File: config.mk
export PLATFORM = sky130hd
export DESIGN_NAME = dyn_pattern_det
export DESIGN_NICKNAME = d
export VERILOG_FILES = /design/src/rtl/dyn_pat_pkg.sv /design/src/rtl/pat_match_cnt.sv /design/src/rtl/dyn_pattern_det.sv
export SDC_FILE = /design/constraint.sdc
export NUM_CORES = 1
export LEC_CHECK = 0
export CORE_MARGIN = 4
export CORE_UTILIZATION = 49
export CTS_CLUSTER_SIZE = 28
export DETAILED_ROUTE_END_ITERATION = 8
export GPL_ROUTABILITY_DRIVEN = 0
export PLACE_DENSITY_LB_ADDON = 0.25
export SETUP_SLACK_MARGIN = 0.3
export SLEW_MARGIN = 20
export SYNTH_ARGS = -nofsm -noshare
export SYNTH_HDL_FRONTEND = slang
export SYNTH_SLANG_ARGS = --single-unit
File: constraint.sdc
create_clock -name clk -period 2.5 [get_ports clk]
set_input_delay 0.375 -clock clk [delete_from_list [all_inputs] [get_ports clk]]
set_output_delay 0.375 -clock clk [all_outputs]
set_load 0.02 [all_outputs]
File: src/rtl/dyn_pat_pkg.sv
// Shared definitions for the programmable serial pattern detector:
// default sizes, detector state encoding and the length clamp.
package dyn_pat_pkg;

  localparam int PAT_W_DEF = 8;
  localparam int CNT_W_DEF = 16;

  typedef enum logic [1:0] {
    ST_IDLE  = 2'd0,
    ST_FILL  = 2'd1,
    ST_ARMED = 2'd2
  } det_state_e;

  // Requested lengths beyond the history depth are treated as the full depth.
  function automatic int clamp_len(input int len, input int max_len);
    if (len > max_len) begin
      return max_len;
    end else begin
      return len;
    end
  endfunction

endpackage

File: src/rtl/pat_match_cnt.sv
// Saturating event counter with synchronous clear; a clear coinciding with
// an increment yields 1 so the concurrent event is never lost.
module pat_match_cnt #(
  parameter int CNT_W = 16
) (
  input  logic             clk,
  input  logic             rst,
  input  logic             inc_i,
  input  logic             clr_i,
  output logic [CNT_W-1:0] cnt_o
);

  logic [CNT_W-1:0] cnt_q;
  logic [CNT_W-1:0] cnt_d;

  // Next count: clear first, then count, holding at all-ones.
  always_comb begin
    cnt_d = cnt_q;
    if (clr_i) begin
      cnt_d = inc_i ? CNT_W'(1) : {CNT_W{1'b0}};
    end else if (inc_i && (cnt_q != {CNT_W{1'b1}})) begin
      cnt_d = cnt_q + CNT_W'(1);
    end else begin
      cnt_d = cnt_q;
    end
  end

  // Count register.
  always_ff @(posedge clk) begin
    if (rst) begin
      cnt_q <= {CNT_W{1'b0}};
    end else begin
      cnt_q <= cnt_d;
    end
  end

  assign cnt_o = cnt_q;

endmodule

File: src/rtl/dyn_pattern_det.sv
// Run-time programmable serial pattern detector: compares the newest
// len_q accepted bits against a loaded pattern and pulses on each match.
module dyn_pattern_det
  import dyn_pat_pkg::*;
#(
  parameter int PAT_W = PAT_W_DEF,
  parameter int LEN_W = $clog2(PAT_W + 1),
  parameter int CNT_W = CNT_W_DEF
) (
  input  logic             clk,
  input  logic             rst,
  input  logic             d_in,
  input  logic             valid_i,
  input  logic             pat_load,
  input  logic [PAT_W-1:0] pat_i,
  input  logic [LEN_W-1:0] pat_len_i,
  input  logic             overlap_i,
  input  logic             cnt_clr,
  output logic             pattern,
  output logic [CNT_W-1:0] match_count
);

  det_state_e       state_q, state_d;
  logic [PAT_W-1:0] pat_q, pat_d;
  logic [LEN_W-1:0] len_q, len_d;
  logic             ovl_q, ovl_d;
  logic [PAT_W-1:0] hist_q, hist_d;
  logic [LEN_W-1:0] fill_q, fill_d;
  logic             pattern_q, pattern_d;

  logic [PAT_W:0]   hist_ext_s;
  logic [PAT_W-1:0] hist_shift_s;
  logic [PAT_W-1:0] len_mask_s;
  logic [LEN_W-1:0] fill_inc_s;
  logic [LEN_W-1:0] len_load_s;
  logic             hit_s;

  // The extra top bit keeps the shift well-formed even for a one-bit history.
  assign hist_ext_s   = {hist_q, d_in};
  assign hist_shift_s = hist_ext_s[PAT_W-1:0];
  assign len_mask_s   = ~({PAT_W{1'b1}} << len_q);
  assign fill_inc_s   = (fill_q < len_q) ? (fill_q + LEN_W'(1)) : fill_q;
  assign len_load_s   = LEN_W'(clamp_len(int'(pat_len_i), PAT_W));
  assign hit_s        = (state_q != ST_IDLE) && (fill_inc_s == len_q) &&
                        (((hist_shift_s ^ pat_q) & len_mask_s) == {PAT_W{1'b0}});

  // Next-state, history/fill update and match decision.
  always_comb begin
    state_d   = state_q;
    pat_d     = pat_q;
    len_d     = len_q;
    ovl_d     = ovl_q;
    hist_d    = hist_q;
    fill_d    = fill_q;
    pattern_d = 1'b0;
    if (pat_load) begin
      // A bit offered in the load cycle is dropped so it cannot join the new pattern.
      pat_d   = pat_i;
      len_d   = len_load_s;
      ovl_d   = overlap_i;
      hist_d  = {PAT_W{1'b0}};
      fill_d  = {LEN_W{1'b0}};
      state_d = (len_load_s == {LEN_W{1'b0}}) ? ST_IDLE : ST_FILL;
    end else if (valid_i) begin
      case (state_q)
        ST_IDLE: begin
          state_d = ST_IDLE;
        end
        ST_FILL, ST_ARMED: begin
          hist_d = hist_shift_s;
          fill_d = fill_inc_s;
          if (hit_s) begin
            pattern_d = 1'b1;
            if (ovl_q) begin
              state_d = ST_ARMED;
            end else begin
              hist_d  = {PAT_W{1'b0}};
              fill_d  = {LEN_W{1'b0}};
              state_d = ST_FILL;
            end
          end else begin
            state_d = (fill_inc_s == len_q) ? ST_ARMED : ST_FILL;
          end
        end
        default: begin
          state_d = ST_IDLE;
        end
      endcase
    end else begin
      state_d = state_q;
    end
  end

  // Configuration, history, fill and output registers.
  always_ff @(posedge clk) begin
    if (rst) begin
      state_q   <= ST_IDLE;
      pat_q     <= {PAT_W{1'b0}};
      len_q     <= {LEN_W{1'b0}};
      ovl_q     <= 1'b1;
      hist_q    <= {PAT_W{1'b0}};
      fill_q    <= {LEN_W{1'b0}};
      pattern_q <= 1'b0;
    end else begin
      state_q   <= state_d;
      pat_q     <= pat_d;
      len_q     <= len_d;
      ovl_q     <= ovl_d;
      hist_q    <= hist_d;
      fill_q    <= fill_d;
      pattern_q <= pattern_d;
    end
  end

  pat_match_cnt #(
    .CNT_W(CNT_W)
  ) u_cnt (
    .clk   (clk),
    .rst   (rst),
    .inc_i (pattern_d),
    .clr_i (cnt_clr),
    .cnt_o (match_count)
  );

  assign pattern = pattern_q;

endmodule

==> results of run 1 <==
## final cells by class
| class | instances | share of cell area |
|---|---|---|
| multi-input combinational | 226 | 0.486 |
| sequential | 43 | 0.250 |
| timing repair buffer | 70 | 0.191 |
| clock buffer | 7 | 0.0279 |
| tap | 67 | 0.0240 |
| inverter | 11 | 0.0125 |
| clock inverter | 1 | 0.00859 |
## kinds of logic after synthesis
logic type	after synthesis	share of synthesized area
flops	43	0.360
fa+ha+maj	6	0.0314
buf+inv	24	0.0440
simple gates	132	0.302
mux	10	0.0419
compound gates	63	0.177
xor+xnor	12	0.0440
## worst max-delay path by stage
stage / cells after the start / from / slack, ns / to
after floorplan: 9 / len_q[1]$_SDFFE_PP0P_ / 0.16 / u_cnt.cnt_o[14]$_SDFFE_PP0P_
after global placement: 8 / len_q[1]$_SDFFE_PP0P_ / 0.06 / u_cnt.cnt_o[4]$_SDFFE_PP0P_
after detailed placement: 8 / len_q[1]$_SDFFE_PP0P_ / -0.008 / u_cnt.cnt_o[14]$_SDFFE_PP0P_
after CTS: 10 / len_q[1]$_SDFFE_PP0P_ / 0.17 / u_cnt.cnt_o[4]$_SDFFE_PP0P_
after global routing: 11 / len_q[3]$_SDFFE_PP0P_ / 0.06 / u_cnt.cnt_o[4]$_SDFFE_PP0P_
final: 11 / len_q[3]$_SDFFE_PP0P_ / 0.13 / pattern$_SDFF_PP0_
## stage by stage
step / setup TNS [ns] / area [sq um] / hold slack, ns
after floorplan: 0 / 2420 / 0.444
after global placement: 0 / 2910 / 0.453
after detailed placement: -0.00800 / 2910 / 0.457
after CTS: 0 / 3340 / 0.468
after global routing: 0 / 3500 / 0.503
final: 0 / 3500 / 0.477
## sequential cells by signal (all words and copies together) (netlist names)
register	cells
pat_q	8
u_cnt.cnt_o	16
pattern	1
fill_q	4
state_q	2
len_q	4
hist_q	7
ovl_q	1
## repair_timing
action | in CTS | in global routing
endpoints found under the setup margin | 29 | 30
gates resized for setup | 38 | 27
gates cloned | 3 | 1
setup buffers | 16 | 2
pin swaps | 19 | 10
## metal layers
metal | global-route usage | vias to the layer above | share of wire
met5 | 0 | - | 0
met4 | 0.0943 | 0 | 0.034
met3 | 0.0429 | 23 | 0.071
met2 | 0.373 | 108 | 0.47
met1 | 0.302 | 1194 | 0.43
li1 | - | 1198 | -
## cell usage in the layout, fill, tap and decap left out, types with 6 or more instances in the layout
cell	netlist	final
dfxtp_1	43	36
clkdlybuf4s50_1	0	35
nand2_1	27	27
buf_4	0	25
nor2_1	25	23
a21oi_1	25	22
nand3_1	22	17
or3_1	15	13
mux2i_1	10	10
inv_1	11	8
xor2_1	8	8
buf_6	2	8
nand4_1	7	7
o21ai_0	13	6
o21ai_1	0	6
## Yosys cell counts, drive strengths merged, types with 7 or more instances
master   n
nand2   27
or4      7
mux2i   10
a21oi   25
nand3   22
o21ai   13
nor2    25
or3     15
clkbuf   8
inv     11
xor2     8
nand4    7
dfxtp   43
## worst register-to-register path: cells and delay by family, from the launching register on
kind / cells / cell delay (ns)
adder cells (fa/ha/maj): 1 / 0.26
buffers and inverters: 4 / 0.48
AO/OA/AOI/OAI: 2 / 0.30
AND/OR/NAND/NOR: 4 / 0.81
flip-flops: 1 / 0.37
## power breakdown
group	total [mW]	internal [mW]	switching, mW
clock	0.608	0.359	0.248
sequential	0.710	0.698	0.0120
combinational	0.317	0.158	0.158
==> results_dict.tcl, run 1 <==
set metrics [dict create \
    path_clk_slew_ns 0.08 \
    fillers 310 \
    cp_common_cell "buf_6" \
    rows 25 \
    avgSynthCellArea_sq_um 8.24 \
    final_util 0.740 \
    max_freq_ghz 0.421 \
    synth_flop_cell "dfxtp_1" \
    clkLatencyLatePin_ns 0.31 \
    period_share 0.950 \
    cts_tree "done" \
    min_period_ns 2.37 \
    netlist_top_cells_area "dfxtp_1, a21oi_1, nand3_1" \
    path_class "reg -> reg" \
    yosysTopAreaCell "dfxtp_1" \
    n_antenna_cell 0 \
    timing.rr.end "pattern$_SDFF_PP0_" \
    overflow 0 \
    status "finished, final reports clean" \
    arrival_ns 2.53 \
    crit_fanout 4 \
    synth_edf_count 0 \
    ys_ff_latch 43 \
    fin_nets 382 \
    syn-num-nets 315 \
    grt_max_degree 21 \
    drive_gt1_frac 0.268 \
    root_buffer "clkbuf_8" \
    slew_headroom 0.556 \
    antenna_left 0 \
    dr_total_vias 2523 \
    floorplan.initialDensity 0.506 \
    r2r_start "len_q[3]$_SDFFE_PP0P_" \
    boundaryPins 36 \
    worstHoldStart "hist_q[6]$_SDFFE_PP0P_" \
    finalHoldViolations 0 \
    whs_path_depth 2 \
    cp.required_ns 2.65 \
    holdCritPathClass "reg -> reg" \
    grt_pass1_vias 2312 \
    setup_viol 0 \
    coreArea_sq_um 4720 \
    yosysUniqueCellTypes 46 \
    async_reset_ff_frac 0 \
    grt_usage 0.231 \
    path_buf_inv 4 \
    dieWidth_microns 77.8 \
    syn_inst 290 \
    cp-end-kind "flop" \
    antenna_found_initial 0 \
    ir_worst_vdd_mv 0.410 \
    power_density_nw_per_um2 467 \
    multi_input_area_sq_um 1700 \
    setup_ws_ns 0.125 \
    clock-sinks 43 \
    drc 0 \
    syn2layout_area_growth_pct 46.3 \
    ys_seq_area_frac 0.360 \
    place_ws_ns -0.00800 \
    leakagePower_nw 1.21 \
    grt_setup_unrepaired "true" \
    cp_top_family "simple AND/OR/NAND/NOR gates" \
    power_mw 1.63 \
    hold_buffers 0 \
    wl_microns 7290 \
    numCtsBuffers 5 \
    skew_ns 0.0130 \
    holdPathEnd "hist_q[6]$_SDFFE_PP0P_" \
    ys_warn_count 0 \
    max_stage_delay_ns 0.43 \
    regArea_sq_um 875 \
    grt_first_pass_wirelength_microns 11200 \
    cp-start-kind "flop" \
    dpl.cell_count 395 \
    fp.dieH_microns 77.8 \
    portBuffers 35 \
    worst_slew_pin_slew_ns 0.658 \
    rrSetupSlack_ns 0.13 \
    dp_hpwl_microns 4310 \
    dr.pass1.iters 4 \
    die_area_sq_um 6060 \
    cap_violations 0 \
    worstPathCellList "inv_2, ha_4, o21a_1, nor2_4, buf_4, o22ai_2, nor3b_4, buf_6, buf_6, nand2_1, nor4_1" \
    instances_no_fill 425 \
    h-tree-depth 2 \
    slew_viol_final 0 \
    synth_area_sq_um 2390 \
    crit_slowest_cell "nor4_1" \
    drtIter0Drc 293 \
    synthDominantCellAreaShare 0.360 \
    cts_buffer_depth 2 \
    worstRegToRegCells 11 \
    avgViaCountPerCell 5.94 \
    wl_per_cell_microns 17.2 \
]
Power figures use the tool's default switching activity.
==> inputs of run 2 (changes only) <==
--- a/config.mk
+++ b/config.mk
@@ -5,8 +5,10 @@
 export SDC_FILE = /design/constraint.sdc
 export NUM_CORES = 1
 export LEC_CHECK = 0
+export CELL_PAD_IN_SITES_DETAIL_PLACEMENT = 0
+export CELL_PAD_IN_SITES_GLOBAL_PLACEMENT = 1
 export CORE_MARGIN = 4
-export CORE_UTILIZATION = 49
+export CORE_UTILIZATION = 36
 export CTS_CLUSTER_SIZE = 28
 export DETAILED_ROUTE_END_ITERATION = 8
 export GPL_ROUTABILITY_DRIVEN = 0
==> run 2 against run 1 <==
Hold slack got worse by 0.0079 ns. Non-clock buffer count fell by 1. Clock power rose by 3%. Sequential share of layout area rose by 1.3 points. Utilization fell by 22 points. Final cell count rose by 1.9%. Die area rose by 32%. Power fell by 2.6%. Critical endpoint is now u_cnt.cnt_o[11]$_SDFFE_PP0P_. Largest cell class unchanged. Largest power group unchanged. Highest routed layer unchanged.
==> results_dict.tcl, run 2 (synthesis results as in run 1) <==
set metrics [dict create \
    power_mw 1.59 \
    leakagePower_nw 1.14 \
    met3_usage 0.0313 \
    period_share 0.956 \
    wl_per_cell_microns 15.1 \
    fp.dieH_microns 89.5 \
    grt_usage 0.172 \
    boundaryPins 36 \
    floorplan.initialDensity 0.374 \
    ir_worst_vdd_mv 0.311 \
    cp-start-kind "flop" \
    antenna_found_initial 0 \
    cp.required_ns 2.74 \
    worst_slew_pin_slew_ns 0.658 \
    coreArea_sq_um 6390 \
    rows 29 \
    avgViaCountPerCell 5.37 \
    grt_pass1_vias 2153 \
    grt_max_degree 21 \
    overflow 0 \
    cts_tree "done" \
    grt_first_pass_wirelength_microns 10700 \
    path_class "reg -> reg" \
    drtIter0Drc 81 \
    dpl.cell_count 410 \
    grt_setup_unrepaired "true" \
    gr-usage-met2 0.273 \
    clkLatencyLatePin_ns 0.30 \
    status "finished, final reports clean" \
    cp-end-kind "flop" \
    setup_viol 0 \
    holdCritPathClass "reg -> reg" \
    n_antenna_cell 0 \
    dr.pass1.iters 4 \
    largest_reg_flops 16 \
    met1_usage 0.247 \
    syn2layout_area_growth_pct 38.2 \
    drc 0 \
    tns_ns 0 \
    finalHoldViolations 0 \
    slew_headroom 0.558 \
    dieWidth_microns 89.5 \
    arrival_ns 2.63 \
    path_clk_slew_ns 0.09 \
    root_buffer "clkbuf_8" \
    busiest_layer "met2" \
    slew_viol_final 0 \
    clock-sinks 43 \
    portBuffers 35 \
    max_freq_ghz 0.418 \
    cts_buffer_depth 2 \
    wl_microns 6550 \
    final_util 0.517 \
    fin_nets 380 \
    skew_ns 0.00743 \
    crit_fanout 5 \
    h-tree-depth 2 \
    cap_violations 0 \
    antenna_left 0 \
    power_density_nw_per_um2 482 \
    numCtsBuffers 5 \
    dr_total_vias 2327 \
    drive_gt1_frac 0.202 \
    min_period_ns 2.39 \
    instances_no_fill 433 \
    dp_hpwl_microns 4630 \
    layout_common_cells "dfxtp_1, clkdlybuf4s50_1, buf_4, nand2_1, nor2_1" \
    layout_commonest_cell "dfxtp_1" \
    die_area_sq_um 8010 \
]
==> run 2: final timing paths <==
kind,start,to,slack [ns],cells after the start
worst max-delay path,len_q[1]$_SDFFE_PP0P_,u_cnt.cnt_o[11]$_SDFFE_PP0P_,0.11,9
worst min-delay path,hist_q[6]$_SDFFE_PP0P_,hist_q[6]$_SDFFE_PP0P_,0.47,2
worst max register to register,len_q[1]$_SDFFE_PP0P_,u_cnt.cnt_o[11]$_SDFFE_PP0P_,0.11,9
worst min register to register,hist_q[6]$_SDFFE_PP0P_,hist_q[6]$_SDFFE_PP0P_,0.47,2
==> run 2: where the power goes <==
| part | internal [mW] | switching [mW] | total (mW) |
|---|---|---|---|
| sequential | 0.698 | 0.0121 | 0.711 |
| combinational | 0.130 | 0.128 | 0.257 |
| clock | 0.360 | 0.264 | 0.624 |
| total | 1.19 | 0.404 | 1.59 |
==> run 2: metal layers <==
metal  vias to the layer above  part of all wire
met5                         -                 0
met4                         0             0.010
met3                         8             0.034
met2                        37              0.46
met1                      1090              0.50
li1                       1192                 -
==> run 2: layout make-up <==
| type | count | area [sq um] |
|---|---|---|
| repair buffers | 69 | 626 |
| fillers | 617 | 3080 |
| well taps | 77 | 96.3 |
| clock inverters | 1 | 30.0 |
| flip-flops and latches | 43 | 870 |
| clock buffers | 7 | 97.6 |
| inverters | 11 | 43.8 |
| multi-input cells | 225 | 1540 |
==> run 2: metrics by stage <==
stage               cell area [sq um]  hold slack [ns]  setup WS (ns)
detailed placement               2960            0.459         0.0172
floorplan                        2420            0.444          0.156
global placement                 2960            0.457         0.0641
finish                           3300            0.469          0.109
global route                     3300            0.498        0.00415
CTS                              3260            0.472          0.144
==> run 2: timing repair <==
item	in CTS	in global routing
buffers inserted	10	3
pin swaps	7	6
cloned	2	0
hold buffers	0	0
endpoints found under the setup margin	30	30
resized for setup	16	5
endpoints found under the hold margin	0	0
==> run 2: critical path, stage by stage, from the launching register on <==
cell and delay, ns:
dfxtp_4 0.37, inv_4 0.04, ha_4 0.21, a2111oi_4 0.43, nor4_2 0.13, nor3b_4 0.28, buf_4 0.18, nand4_1 0.16
or3_1 0.41, a21oi_2 0.13
==> inputs of run 3 (changes only) <==
--- a/config.mk
+++ b/config.mk
@@ -18,3 +18,4 @@
 export SYNTH_ARGS = -nofsm -noshare
 export SYNTH_HDL_FRONTEND = slang
 export SYNTH_SLANG_ARGS = --single-unit
+export TNS_END_PERCENT = 30
==> constraint.sdc (replaced) <==
create_clock -name clk -period 2.5 [get_ports clk]
set_input_delay 0.375 -clock clk [delete_from_list [all_inputs] [get_ports clk]]
set_output_delay 0.375 -clock clk [all_outputs]
set_load 0.05 [all_outputs]
==> run 3 against run 2 <==
Count of clock-buffer cells in the layout shrank 2. Register-to-register slack is essentially flat. Fmax grew 0.57%. Hold slack lost 0.0016 ns. Clock power shrank 28%. Die area is the same. Flip-flop and latch count is the same. Utilization grew 0.53 points. Final cell count shrank 0.69%. Sequential power is essentially flat. Critical path type unchanged. Largest cell class unchanged.
==> results_dict.tcl, run 3 (synthesis results as in run 1) <==
set metrics [dict create \
    h-tree-depth 2 \
    path_clk_slew_ns 0.09 \
    status "finished, final reports clean" \
    place_area_sq_um 2930 \
    instances_no_fill 430 \
    crit_slowest_cell "or4_1" \
    cp_top_family "simple AND/OR/NAND/NOR gates" \
    drc 0 \
    setup_viol 0 \
    max_stage_delay_ns 0.42 \
    dpl.cell_count 405 \
    floorplan.initialDensity 0.374 \
    dr.pass1.iters 4 \
    holdCritPathClass "reg -> reg" \
    fillers 584 \
    layout_common_cells "clkdlybuf4s50_1, dfxtp_1, nand2_1, buf_4, nor2_1" \
    r2r_start "len_q[1]$_SDFFE_PP0P_" \
    portBuffers 35 \
    worstRegToRegCells 10 \
    dp_hpwl_microns 4560 \
    timing.rr.end "u_cnt.cnt_o[10]$_SDFFE_PP0P_" \
    place_ws_ns -0.0660 \
    grt_pass1_vias 2173 \
    dieWidth_microns 89.5 \
    power_mw 1.44 \
    n_antenna_cell 0 \
    clkLatencyLatePin_ns 0.30 \
    drtIter0Drc 123 \
    die_area_sq_um 8010 \
    grt_max_degree 21 \
    setup_ws_ns 0.122 \
    worstHoldStart "hist_q[6]$_SDFFE_PP0P_" \
    path_class "reg -> reg" \
    slew_headroom 0.629 \
    cts_buffer_depth 2 \
    crit_fanout 6 \
    postLayoutCellArea_sq_um 3340 \
    root_buffer "clkbuf_8" \
    holdPathEnd "hist_q[6]$_SDFFE_PP0P_" \
    avgViaCountPerCell 5.41 \
    fp.dieH_microns 89.5 \
    largest_reg_flops 16 \
    power_density_nw_per_um2 431 \
    grt_usage 0.172 \
    final_util 0.522 \
    min_period_ns 2.38 \
    leakagePower_nw 1.14 \
    overflow 0 \
    clock-sinks 43 \
    worstPathCellList "inv_4, ha_4, a2111oi_4, buf_4, or2_4, o32ai_4, buf_6, nand3b_4, or4_1, a21oi_1" \
    pwr-share-seq 0.494 \
    wl_microns 6560 \
    finalHoldViolations 0 \
    p_comb_frac 0.194 \
    swShare 0.280 \
    coreArea_sq_um 6390 \
    cp-end-kind "flop" \
    tns_ns 0 \
    cp-start-kind "flop" \
    layout_commonest_cell "clkdlybuf4s50_1" \
    slew_viol_final 0 \
    numCtsBuffers 5 \
    path_buf_inv 3 \
    worst_slew_pin_slew_ns 0.551 \
    fin_nets 377 \
    internal_power_mw 1.04 \
    boundaryPins 36 \
    cp.depth 10 \
    p_switching_mw 0.403 \
    rrSetupSlack_ns 0.12 \
    antenna_left 0 \
    wl_per_cell_microns 15.3 \
    period_share 0.951 \
    antenna_found_initial 0 \
    cts_tree "done" \
    skew_ns 0.00663 \
    grt_first_pass_wirelength_microns 10700 \
    crit_path_start "len_q[1]$_SDFFE_PP0P_" \
    arrival_ns 2.61 \
    rows 29 \
    cp.required_ns 2.73 \
    dr_total_vias 2327 \
    grt_setup_unrepaired "true" \
    whs_path_depth 2 \
    drive_gt1_frac 0.241 \
    ir_worst_vdd_mv 0.243 \
    power_frac_clock 0.312 \
    syn2layout_area_growth_pct 39.6 \
    max_freq_ghz 0.421 \
    hold_ws_ns 0.467 \
    cap_violations 0 \
]
-- run 3: cell count changes in the layout (fill, tap and decap cells not counted), moves of 2 or more --
cell / previous run / this run
buf_4: 31 / 25
buf_6: 2 / 5
dfxtp_1: 38 / 34
dfxtp_2: 4 / 8
nand3_1: 22 / 20
nand3_2: 0 / 2
or4_1: 7 / 5
or4_4: 0 / 2
-- run 3: how the worst max path moves through the flow --
stage,endpoint,slack [ns]
2_1_floorplan,u_cnt.cnt_o[14]$_SDFFE_PP0P_,0.15
3_3_place_gp,u_cnt.cnt_o[14]$_SDFFE_PP0P_,0.04
3_5_place_dp,u_cnt.cnt_o[10]$_SDFFE_PP0P_,-0.07
4_1_cts,u_cnt.cnt_o[13]$_SDFFE_PP0P_,0.1
5_1_grt,u_cnt.cnt_o[11]$_SDFFE_PP0P_,0.05
6_report,u_cnt.cnt_o[10]$_SDFFE_PP0P_,0.12
-- run 3: repair_timing --
action                     CTS  global route
buffers inserted            10             5
hold buffers                 0             0
resized for setup           12            28
setup endpoints to repair   29            29
pin swaps                   14            12
gates cloned                 2             0
-- run 3: worst min-delay path: cells and delay by family, from the launching register on --
family             cells  cell delay [ns]
and+or+nand+nor        1             0.05
DFF                    1             0.33
AOI/OAI and AO/OA      1             0.05
-- run 3: routing by layer --
layer / global-route usage / wire length (microns)
met5: 0 / 0
met4: 0.0419 / 114
met3: 0.0304 / 294
met2: 0.267 / 2930
met1: 0.247 / 3220
-- run 3: layout make-up --
class	count	area, sq um	area share
tap	77	96.3	0.0289
clock inverter	3	18.8	0.00563
multi-input combinational	225	1620	0.485
inverter	11	43.8	0.0131
sequential	43	875	0.262
clock buffer	5	68.8	0.0206
timing repair buffer	66	614	0.184
-- run 3: power groups by stage --
stage	Sequential [mW]	Combinational (mW)	Clock, mW
2_1_floorplan	0.724	0.131	0
3_3_place_gp	0.726	0.200	0
3_5_place_dp	0.727	0.200	0
4_1_cts	0.710	0.253	0.466
5_1_grt	0.713	0.298	0.496
6_report	0.710	0.279	0.449
